[src/rtl/ucode_loader_pkg.sv]
// Shared definitions for the uCode loader: FSM encoding, frame sync byte and
// the byte placement of each received word.
package ucode_loader_pkg;

  typedef enum logic [2:0] {
    S_IDLE,
    S_ADDR,
    S_COUNT,
    S_HI,
    S_LO,
    S_CSUM,
    S_RUN,
    S_FAIL
  } state_e;

  localparam int unsigned BYTE_W    = 8;
  localparam logic [7:0]  SYNC_BYTE = 8'hA5;

  // Words arrive high byte first; these give each byte's position in the word.
  localparam int unsigned HI_LSB = 8;
  localparam int unsigned LO_LSB = 0;

  function automatic logic is_busy(input state_e s);
    return s inside {S_ADDR, S_COUNT, S_HI, S_LO, S_CSUM};
  endfunction

endpackage

[src/rtl/ucode_loader_if.sv]
// Byte-stream input and uCode memory/run outputs of the loader, bundled so
// the byte source, the CPU side and the loader share one definition.
interface ucode_loader_if #(
  parameter int ADDR_SZ = 8,
  parameter int DATA_SZ = 16
) ();
  import ucode_loader_pkg::*;

  // i_rx_wr is a one-cycle strobe qualifying i_rx_data; there is no ready,
  // every strobe is consumed. o_wr is a one-cycle strobe qualifying
  // o_waddr/o_wdata; the memory must accept it unconditionally.
  logic [BYTE_W-1:0]  i_rx_data;
  logic               i_rx_wr;
  logic               o_wr;
  logic [ADDR_SZ-1:0] o_waddr;
  logic [DATA_SZ-1:0] o_wdata;
  logic               o_run;
  logic               o_busy;
  logic               o_error;

  // master: byte source plus the CPU that observes the loader outputs
  modport master (
    output i_rx_data, i_rx_wr,
    input  o_wr, o_waddr, o_wdata, o_run, o_busy, o_error
  );

  // slave: the loader itself
  modport slave (
    input  i_rx_data, i_rx_wr,
    output o_wr, o_waddr, o_wdata, o_run, o_busy, o_error
  );

endinterface

[src/rtl/ucode_loader_timer.sv]
// Inter-byte watchdog: reloads on every received byte and flags expiry after
// TIMEOUT enabled cycles without one.
module loader_timer #(
  parameter int unsigned TIMEOUT = 50000
) (
  input  logic i_clk,
  input  logic i_rst_n,
  input  logic i_reload,
  input  logic i_enable,
  output logic o_expired
);

  localparam int unsigned CNT_W = (TIMEOUT < 2) ? 1 : $clog2(TIMEOUT);

  logic [CNT_W-1:0] cnt;

  // Reloading to TIMEOUT-1 makes expiry land on the TIMEOUT-th idle edge.
  always_ff @(posedge i_clk or negedge i_rst_n) begin
    if (!i_rst_n) begin
      cnt <= '0;
    end else if (i_reload) begin
      cnt <= CNT_W'(TIMEOUT - 1);
    end else if (i_enable && (cnt != '0)) begin
      cnt <= cnt - 1'b1;
    end
  end

  assign o_expired = i_enable && !i_reload && (cnt == '0);

endmodule

[src/rtl/ucode_loader.sv]
// Frame parser that turns a SYNC/ADDR/COUNT/words/CSUM byte stream into uCode
// memory writes and raises run only after a frame with a good checksum.
module ucode_loader
  import ucode_loader_pkg::*;
#(
  parameter int          DATA_SZ = 16,
  parameter int          ADDR_SZ = 8,
  parameter logic [7:0]  SYNC    = SYNC_BYTE,
  parameter logic [15:0] TIMEOUT = 16'd50000
) (
  input  logic          i_clk,
  input  logic          i_rst_n,
  ucode_loader_if.slave bus,
  output state_e        o_state
);

  state_e             state;
  logic [ADDR_SZ-1:0] base;
  logic [7:0]         count;
  logic [7:0]         idx;
  logic [7:0]         hi_byte;
  logic [7:0]         csum;
  logic               wr_q;
  logic [ADDR_SZ-1:0] waddr_q;
  logic [DATA_SZ-1:0] wdata_q;
  logic               run_q;
  logic               err_q;
  logic               tmr_expired;

  logic [7:0]         rx;
  logic [7:0]         sum_next;
  logic [7:0]         idx_next;
  logic [DATA_SZ-1:0] word_next;

  assign rx        = bus.i_rx_data;
  assign sum_next  = csum + rx;
  assign idx_next  = idx + 8'd1;
  assign word_next = (DATA_SZ'(hi_byte) << HI_LSB) | (DATA_SZ'(rx) << LO_LSB);

  loader_timer #(
    .TIMEOUT (int'(TIMEOUT))
  ) u_timer (
    .i_clk     (i_clk),
    .i_rst_n   (i_rst_n),
    .i_reload  (bus.i_rx_wr),
    .i_enable  (is_busy(state)),
    .o_expired (tmr_expired)
  );

  always_ff @(posedge i_clk or negedge i_rst_n) begin
    if (!i_rst_n) begin
      state   <= S_IDLE;
      base    <= '0;
      count   <= '0;
      idx     <= '0;
      hi_byte <= '0;
      csum    <= '0;
      wr_q    <= 1'b0;
      waddr_q <= '0;
      wdata_q <= '0;
      run_q   <= 1'b0;
      err_q   <= 1'b0;
    end else begin
      wr_q <= 1'b0;
      // A byte always takes priority over a timeout expiring in the same cycle.
      if (bus.i_rx_wr) begin
        case (state)
          S_IDLE: begin
            if (rx == SYNC) state <= S_ADDR;
          end
          S_ADDR: begin
            base  <= ADDR_SZ'(rx);
            csum  <= rx;
            state <= S_COUNT;
          end
          S_COUNT: begin
            count <= rx;
            csum  <= sum_next;
            idx   <= '0;
            state <= (rx == 8'd0) ? S_CSUM : S_HI;
          end
          S_HI: begin
            hi_byte <= rx;
            csum    <= sum_next;
            state   <= S_LO;
          end
          S_LO: begin
            csum    <= sum_next;
            wr_q    <= 1'b1;
            waddr_q <= base + ADDR_SZ'(idx);
            wdata_q <= word_next;
            idx     <= idx_next;
            state   <= (idx_next == count) ? S_CSUM : S_HI;
          end
          S_CSUM: begin
            csum <= sum_next;
            if (sum_next == 8'd0) begin
              state <= S_RUN;
              run_q <= 1'b1;
              err_q <= 1'b0;
            end else begin
              state <= S_FAIL;
              run_q <= 1'b0;
              err_q <= 1'b1;
            end
          end
          S_RUN: begin
            // Dropping run here guarantees no write lands while the CPU runs.
            if (rx == SYNC) begin
              run_q <= 1'b0;
              state <= S_ADDR;
            end
          end
          S_FAIL: begin
            if (rx == SYNC) begin
              err_q <= 1'b0;
              state <= S_ADDR;
            end
          end
          default: state <= S_IDLE;
        endcase
      end else if (tmr_expired) begin
        state <= S_FAIL;
        run_q <= 1'b0;
        err_q <= 1'b1;
      end
    end
  end

  assign bus.o_wr    = wr_q;
  assign bus.o_waddr = waddr_q;
  assign bus.o_wdata = wdata_q;
  assign bus.o_run   = run_q;
  assign bus.o_error = err_q;
  assign bus.o_busy  = is_busy(state);
  assign o_state     = state;

endmodule
[src/flat_wrapper.sv]
// flat-port wrapper written by rule: the top's interface ports become plain ports
module ucode_loader_flat import ucode_loader_pkg::*;
#(
  parameter int          DATA_SZ = 16,
  parameter int          ADDR_SZ = 8,
  parameter logic [7:0]  SYNC    = SYNC_BYTE,
  parameter logic [15:0] TIMEOUT = 16'd50000
)
  (i_clk, i_rst_n, o_state, bus_i_rx_data, bus_i_rx_wr, bus_o_wr, bus_o_waddr, bus_o_wdata, bus_o_run, bus_o_busy, bus_o_error);
  ucode_loader_if #(.ADDR_SZ(ADDR_SZ), .DATA_SZ(DATA_SZ)) bus_i ();
  input  logic i_clk;
  input  logic i_rst_n;
  output state_e o_state;
  input wire logic [$bits(bus_i.i_rx_data)-1:0] bus_i_rx_data;
  input wire logic [$bits(bus_i.i_rx_wr)-1:0] bus_i_rx_wr;
  output wire logic [$bits(bus_i.o_wr)-1:0] bus_o_wr;
  output wire logic [$bits(bus_i.o_waddr)-1:0] bus_o_waddr;
  output wire logic [$bits(bus_i.o_wdata)-1:0] bus_o_wdata;
  output wire logic [$bits(bus_i.o_run)-1:0] bus_o_run;
  output wire logic [$bits(bus_i.o_busy)-1:0] bus_o_busy;
  output wire logic [$bits(bus_i.o_error)-1:0] bus_o_error;
  assign bus_i.i_rx_data = bus_i_rx_data;
  assign bus_i.i_rx_wr = bus_i_rx_wr;
  assign bus_o_wr = bus_i.o_wr;
  assign bus_o_waddr = bus_i.o_waddr;
  assign bus_o_wdata = bus_i.o_wdata;
  assign bus_o_run = bus_i.o_run;
  assign bus_o_busy = bus_i.o_busy;
  assign bus_o_error = bus_i.o_error;
  ucode_loader #(.DATA_SZ(DATA_SZ), .ADDR_SZ(ADDR_SZ), .SYNC(SYNC), .TIMEOUT(TIMEOUT)) u_core (.i_clk(i_clk), .i_rst_n(i_rst_n), .bus(bus_i), .o_state(o_state));
endmodule
[config.mk]
export PLATFORM = sky130hd
export DESIGN_NAME = ucode_loader_flat
export DESIGN_NICKNAME = d
export VERILOG_FILES = /design/src/rtl/ucode_loader_pkg.sv /design/src/rtl/ucode_loader_if.sv /design/src/rtl/ucode_loader_timer.sv /design/src/rtl/ucode_loader.sv /design/src/flat_wrapper.sv
export SDC_FILE = /design/constraint.sdc
export NUM_CORES = 1
export LEC_CHECK = 0
export CORE_ASPECT_RATIO = 1.2
export CORE_MARGIN = 5
export CORE_UTILIZATION = 50
export CTS_CLUSTER_SIZE = 10
export DETAILED_ROUTE_END_ITERATION = 6
export GPL_ROUTABILITY_DRIVEN = 0
export HOLD_SLACK_MARGIN = 0.03
export PLACE_DENSITY_LB_ADDON = 0.15
export SLEW_MARGIN = 15
export SYNTH_ARGS = -nofsm -noshare
export SYNTH_HDL_FRONTEND = slang
export SYNTH_SLANG_ARGS = --single-unit
[constraint.sdc]
create_clock -name i_clk -period 2.6 [get_ports i_clk]
set_input_delay 0.26 -clock i_clk [delete_from_list [all_inputs] [get_ports i_clk]]
set_output_delay 0.26 -clock i_clk [all_outputs]
set_load 0.005 [all_outputs]
Word level (Yosys, flattened, before mapping)
Cells that the tools add are included.
- input bits: 11
- register bits after elaboration: 86
- word-level logic and storage cells: 78
- reduce and logical (&&, ||, !) cells: 25
- eq/ne operators: 14
- bitwise operators: 1
- $add $sub $neg: 4
- muxes and demuxes: 22
- operator list (cell ; count):
    16-bit two-way mux ; 2
    8-bit one-hot mux with 2 select lines ; 2
    3-bit one-hot mux with 6 select lines ; 1
    8-bit adder ; 2
    16-bit logical NOT ; 1
    8-bit logical NOT ; 2
    16-bit by 8-bit bitwise OR with 16-bit output ; 1
    16-bit nonzero test ; 1
    16-bit by 1-bit subtractor with 16-bit output (second input constant) ; 1
    3-bit two-way mux ; 5
    2-bit AND reduction ; 7
    3-bit equality test (second input constant) ; 4
    1-bit two-way mux ; 10
    3-bit by 2-bit inequality test with 1-bit output (second input constant) ; 3
    8-bit by 1-bit adder with 8-bit output (second input constant) ; 1
    8-bit equality test ; 1
    8-bit equality test (second input constant) ; 1
    2-bit nonzero test ; 4
    3-bit by 2-bit equality test with 1-bit output (second input constant) ; 2
    3-bit by 1-bit inequality test with 1-bit output (second input constant) ; 2
    3-bit AND reduction ; 2
    5-bit nonzero test ; 1
    1-bit one-hot mux with 2 select lines ; 2
    4-bit OR reduction ; 1
    5 further kinds ; 7

Longest topological paths before layout
- word-level depth: 6
- mapped depth: 9
- gate-level depth less buffers: 9

Modules after synthesis
From an unflattened synthesis, not the netlist that was laid out.
- cell total of the unflattened synthesis: 505
- area total of the unflattened synthesis: 4849.7 um^2
- by module, submodules not included (module ; instances ; seq. area each (um^2) ; area each (um^2) ; cells an instance):
    ucode_loader ; 1 ; 1751.7 ; 3833.7 ; 399
    loader_timer ; 1 ; 400.4 ; 1016.0 ; 106

Least setup slack after synthesis
Ideal clock, no wire load.
- path kind: register -> register
- from: register u_core.u_timer.cnt[6]
- to: register u_core.u_timer.cnt[15]
- arrival time: 2.066 ns
- stages on the path, launching flop included: 7
- setup time: 0.134 ns
- path slack: 0.400 ns
- required time: 2.466 ns
- path buffers: 0
- path through: dfrtp_1 or4_4 or4_4 o2111ai_4 nor3_2 xnor2_1 nand2_1
- cells in the longest elaborated chain, start to end: 3
- RTL lines (element ; line ; text):
    start, declared ; ucode_loader_timer.sv:15 ; logic [CNT_W-1:0] cnt;
    start signal, assigned ; ucode_loader_timer.sv:22 ; cnt <= CNT_W'(TIMEOUT - 1);
    start signal, assigned ; ucode_loader_timer.sv:24 ; cnt <= cnt - 1'b1;
    16-bit by 1-bit subtractor with 16-bit output / 16-bit nonzero test (equally long branches) ; ucode_loader_timer.sv:24, ucode_loader_timer.sv:23 ;
    16-bit two-way mux / 1-bit logical AND (equally long branches) ; ucode_loader_timer.sv:23 ; end else if (i_enable && (cnt != '0)) begin
    16-bit two-way mux / 2-bit nonzero test (equally long branches) ; - ;
Several ways; a longest one is shown, not always the timed one. The select of a mux whose other input is x is not followed.
A chain may end at the register's enable or synchronous reset.

Worst setup path in the final report
- from: register u_core.u_timer.cnt[6]
- to: register u_core.u_timer.cnt[10]
The elaborated chain is that of the path after synthesis.

==> impl_metrics.json <==
{
  "outcome": "finished clean",
  "syn-num-nets": 504,
  "crit_arrival_ps": 2620,
  "numCtsBuffers": 9,
  "htree_levels": 3,
  "power_frac_seq_pct": 39.1,
  "crit_path_frequent_cell": "or4_4",
  "die_w_um": 97.5,
  "hold_viol_final": 0,
  "ys_types": 55,
  "grt_pass1_wl_um": 17600,
  "yosys_most_used_dff": "dfrtp_1",
  "cp-end-kind": "flip-flop",
  "crit_required_ps": 2840,
  "areaGrowthSynthToFinish_pct": 18.7,
  "path_max_fanout": 6,
  "fin_crit_sh_pct": 91.5,
  "worst_skew_pair.late_latency_ps": 360,
  "ioPinCount": 42,
  "rrSetupSlack_ps": 220,
  "via_per_inst": 5.46,
  "syn_area_um2": 4600,
  "synth-compound-area-share_pct": 12.4,
  "period_needed_ps": 2380,
  "wirelength_um": 10300,
  "critPathMaxStageDelay_ps": 600,
  "drc_errors": 0,
  "drt_iter0_drc": 136,
  "start_util_pct": 50.9,
  "die_h_um": 115,
  "wl_per_cell_um": 15.7,
  "grt_overflow": 0,
  "seq_area_frac_synth_pct": 46.8,
  "post-dp-hpwl_um": 7690,
  "dp_slack_ps": -100,
  "multiInputGateArea_um2": 2310,
  "worst_slack_ps": 222,
  "peakVddDrop_mv": 0.474,
  "cts.sinks": 86,
  "hold_class": "in -> async",
  "die-area_um2": 11200,
  "power_switching_uw": 1920,
  "seq_area_um2": 2150,
  "cts_tree": "yes",
  "async_flop_share_pct": 100,
  "io_buffers": 41,
  "leakage_uw": 0.00237,
  "drive_above_1_share_pct": 14.0,
  "grt_pass1_vias": 3639,
  "syn-instance-count": 474,
  "synth_adder_area_share_pct": 5.50,
  "nFillCells": 804,
  "root_buffer": "clkbuf_8",
  "final_util_pct": 60.4,
  "rsz0062_at_grt": "false",
  "power.share.switching_pct": 35.5,
  "first_pass_iters": 4,
  "synth_edf_count": 0,
  "synth_xor_area_share_pct": 6.10,
  "fin_nets": 563,
  "worstPathCellList": "or4_4 -> or4_4 -> nand3_1 -> or3_1 -> xor2_1 -> nor2_1",
  "setup_violations": 0,
  "yosys_warnings": 0,
  "cts_buffer_depth": 2,
  "rows": 38,
  "yosys.area_share.simple_pct": 19.4,
  "syn_area_per_cell_um2": 9.70,
  "max_cap_viol_count": 0,
  "worstMarginPinSlew_ps": 701,
  "crit_type": "reg -> reg",
  "antenna_left": 0,
  "dpl-instance-area_um2": 5280,
  "start_kind": "flip-flop",
  "power_frac_comb_pct": 45.4,
  "core_um2": 9030,
  "grt_max_degree": 53,
  "internal_power_uw": 3500,
  "clkTransAtPathRegs_ps": 80,
  "crit_buf_inv": 0,
  "antenna_found_initial": 0,
  "max_freq_mhz": 421,
  "max_slew_margin_pct": 53.2,
  "critPathSlowestCell": "or4_4",
  "power_density_nw_per_um2": 993,
  "skew_ps": 6.73,
  "ys_ff_latch": 86,
  "postCtsSetupBuffers": 0,
  "n_antenna_cell": 0,
  "p_clk_share_pct": 15.5,
  "path_delay_family": "simple AND/OR/NAND/NOR gates",
  "vias": 3586,
  "final_cell_area_um2": 5460,
  "grt_use_total_pct": 19.5,
  "synth_top_family_by_area": "simple AND/OR/NAND/NOR gates",
  "slew_violations": 0,
  "synthMuxAreaShare_pct": 6.94
}
power groups by stage:
stage / registers [uW] / clock network [uW] / logic, uW
floorplan: 2100 / 0 / 1550
global placement: 2140 / 0 / 2410
detailed placement: 2160 / 0 / 2480
CTS: 2130 / 869 / 2480
global route: 2190 / 926 / 2770
finish: 2120 / 838 / 2460
layout by cell type (no fill, tap or decap), types with 4 or more instances in the layout:
cell             instances
nand2_1                 92
dfrtp_1                 86
clkdlybuf4s50_1         40
nor2_1                  31
o21ai_0                 31
buf_4                   25
mux2_2                  23
xnor2_1                 18
ha_1                    17
inv_1                   15
a21oi_1                 15
xor2_1                  14
nor3_1                  12
nand3_1                 11
clkbuf_8                11
a31oi_1                  8
or3_1                    6
o31ai_1                  6
mux2i_1                  6
or4_1                    4
o41ai_1                  4
nor2b_1                  4
cells by family (layout without fill, tap and decap cells):
family	after synthesis	after routing
AOI/OAI and AO/OA	87	87
muxes	29	29
buffers and inverters	34	97
xor gates and xnor gates	32	32
adders and majority gates	19	19
DFF	86	86
and+or+nand+nor	187	187
sequential cells by signal, summed over array words and instances, names as in the netlist, 8 cells and up:
signal              count
u_core.bus.o_wdata     16
u_core.u_timer.cnt     16
u_core.csum             8
u_core.base             8
u_core.hi_byte          8
u_core.bus.o_waddr      8
u_core.idx              8
u_core.count            8
layer usage:
| layer | GRT usage, % | wire, um | up-vias | share of wire (%) |
|---|---|---|---|---|
| met5 | 0 | 0 | - | 0 |
| met4 | 6.37 | 210 | 0 | 2.0 |
| met3 | 3.76 | 399 | 16 | 3.9 |
| met2 | 34.2 | 5300 | 64 | 51 |
| met1 | 24.5 | 4420 | 1730 | 43 |
| li1 | - | - | 1776 | - |
repair_timing:
item / 4_1_cts / 5_1_grt
gates resized for setup: 0 / 1
endpoints found under the setup margin: 0 / 2
endpoints found under the hold margin: 34 / 0
hold buffers: 1 / 0
cell usage after synthesis, drive strengths merged (2+ instances only):
library cell,number,area share (%)
nand2,92,7.5
dfrtp,86,47
o21ai,32,3.6
nor2,31,2.5
mux2,23,5.6
xnor2,18,3.4
ha,17,4.6
a21oi,15,1.6
inv,15,1.2
clkbuf,14,1.1
nor3,14,1.9
xor2,14,2.7
nand3,11,1.2
or3,9,1.3
a31oi,8,1.1
mux2i,6,1.3
o31ai,6,0.98
or4,6,1.1
buf,5,0.52
nor2b,4,0.54
o41ai,4,0.76
nand2b,3,0.41
nand3b,3,0.49
nor4,3,0.68
o21a,3,0.49
o32ai,3,0.57
a21boi,2,0.33
a21o,2,0.33
and3,2,0.27
fa,2,0.87
nand4,2,0.27
nor3b,2,0.33
or2,2,0.27
area by class of cell:
type                       count  share of cell area (%)
clock buffer                  14                    2.98
multi-input combinational    354                    42.4
inverter                      15                    1.03
tap                          120                    2.75
sequential                    86                    39.4
clock inverter                 1                  0.0917
timing repair buffer          67                    11.3
worst paths after layout:
kind / cells past startpoint / from / endpoint
setup / recovery: 6 / u_core.u_timer.cnt[6] / u_core.u_timer.cnt[10]
hold / removal: 2 / i_rst_n / u_core.u_timer.cnt[15]
max in group asynchronous: 3 / i_rst_n / u_core.base[0]
hold reg to reg: 2 / u_core.hi_byte[0] / u_core.bus.o_wdata[8]
min in group i_clk: 2 / u_core.hi_byte[0] / u_core.bus.o_wdata[8]
setup reg to reg: 6 / u_core.u_timer.cnt[6] / u_core.u_timer.cnt[10]
through the flow:
step                total power (uW)  instances  hold WS (ps)  setup TNS (ps)
global placement                4550        641           246           -37.0
detailed placement              4630        641           251            -212
finish                          5420        657           394               0
floorplan                       3650        474         -35.6               0
CTS                             5480        657           393               0
global route                    5890        657           425               0
Note: power is estimated with default switching activity, not from simulation.
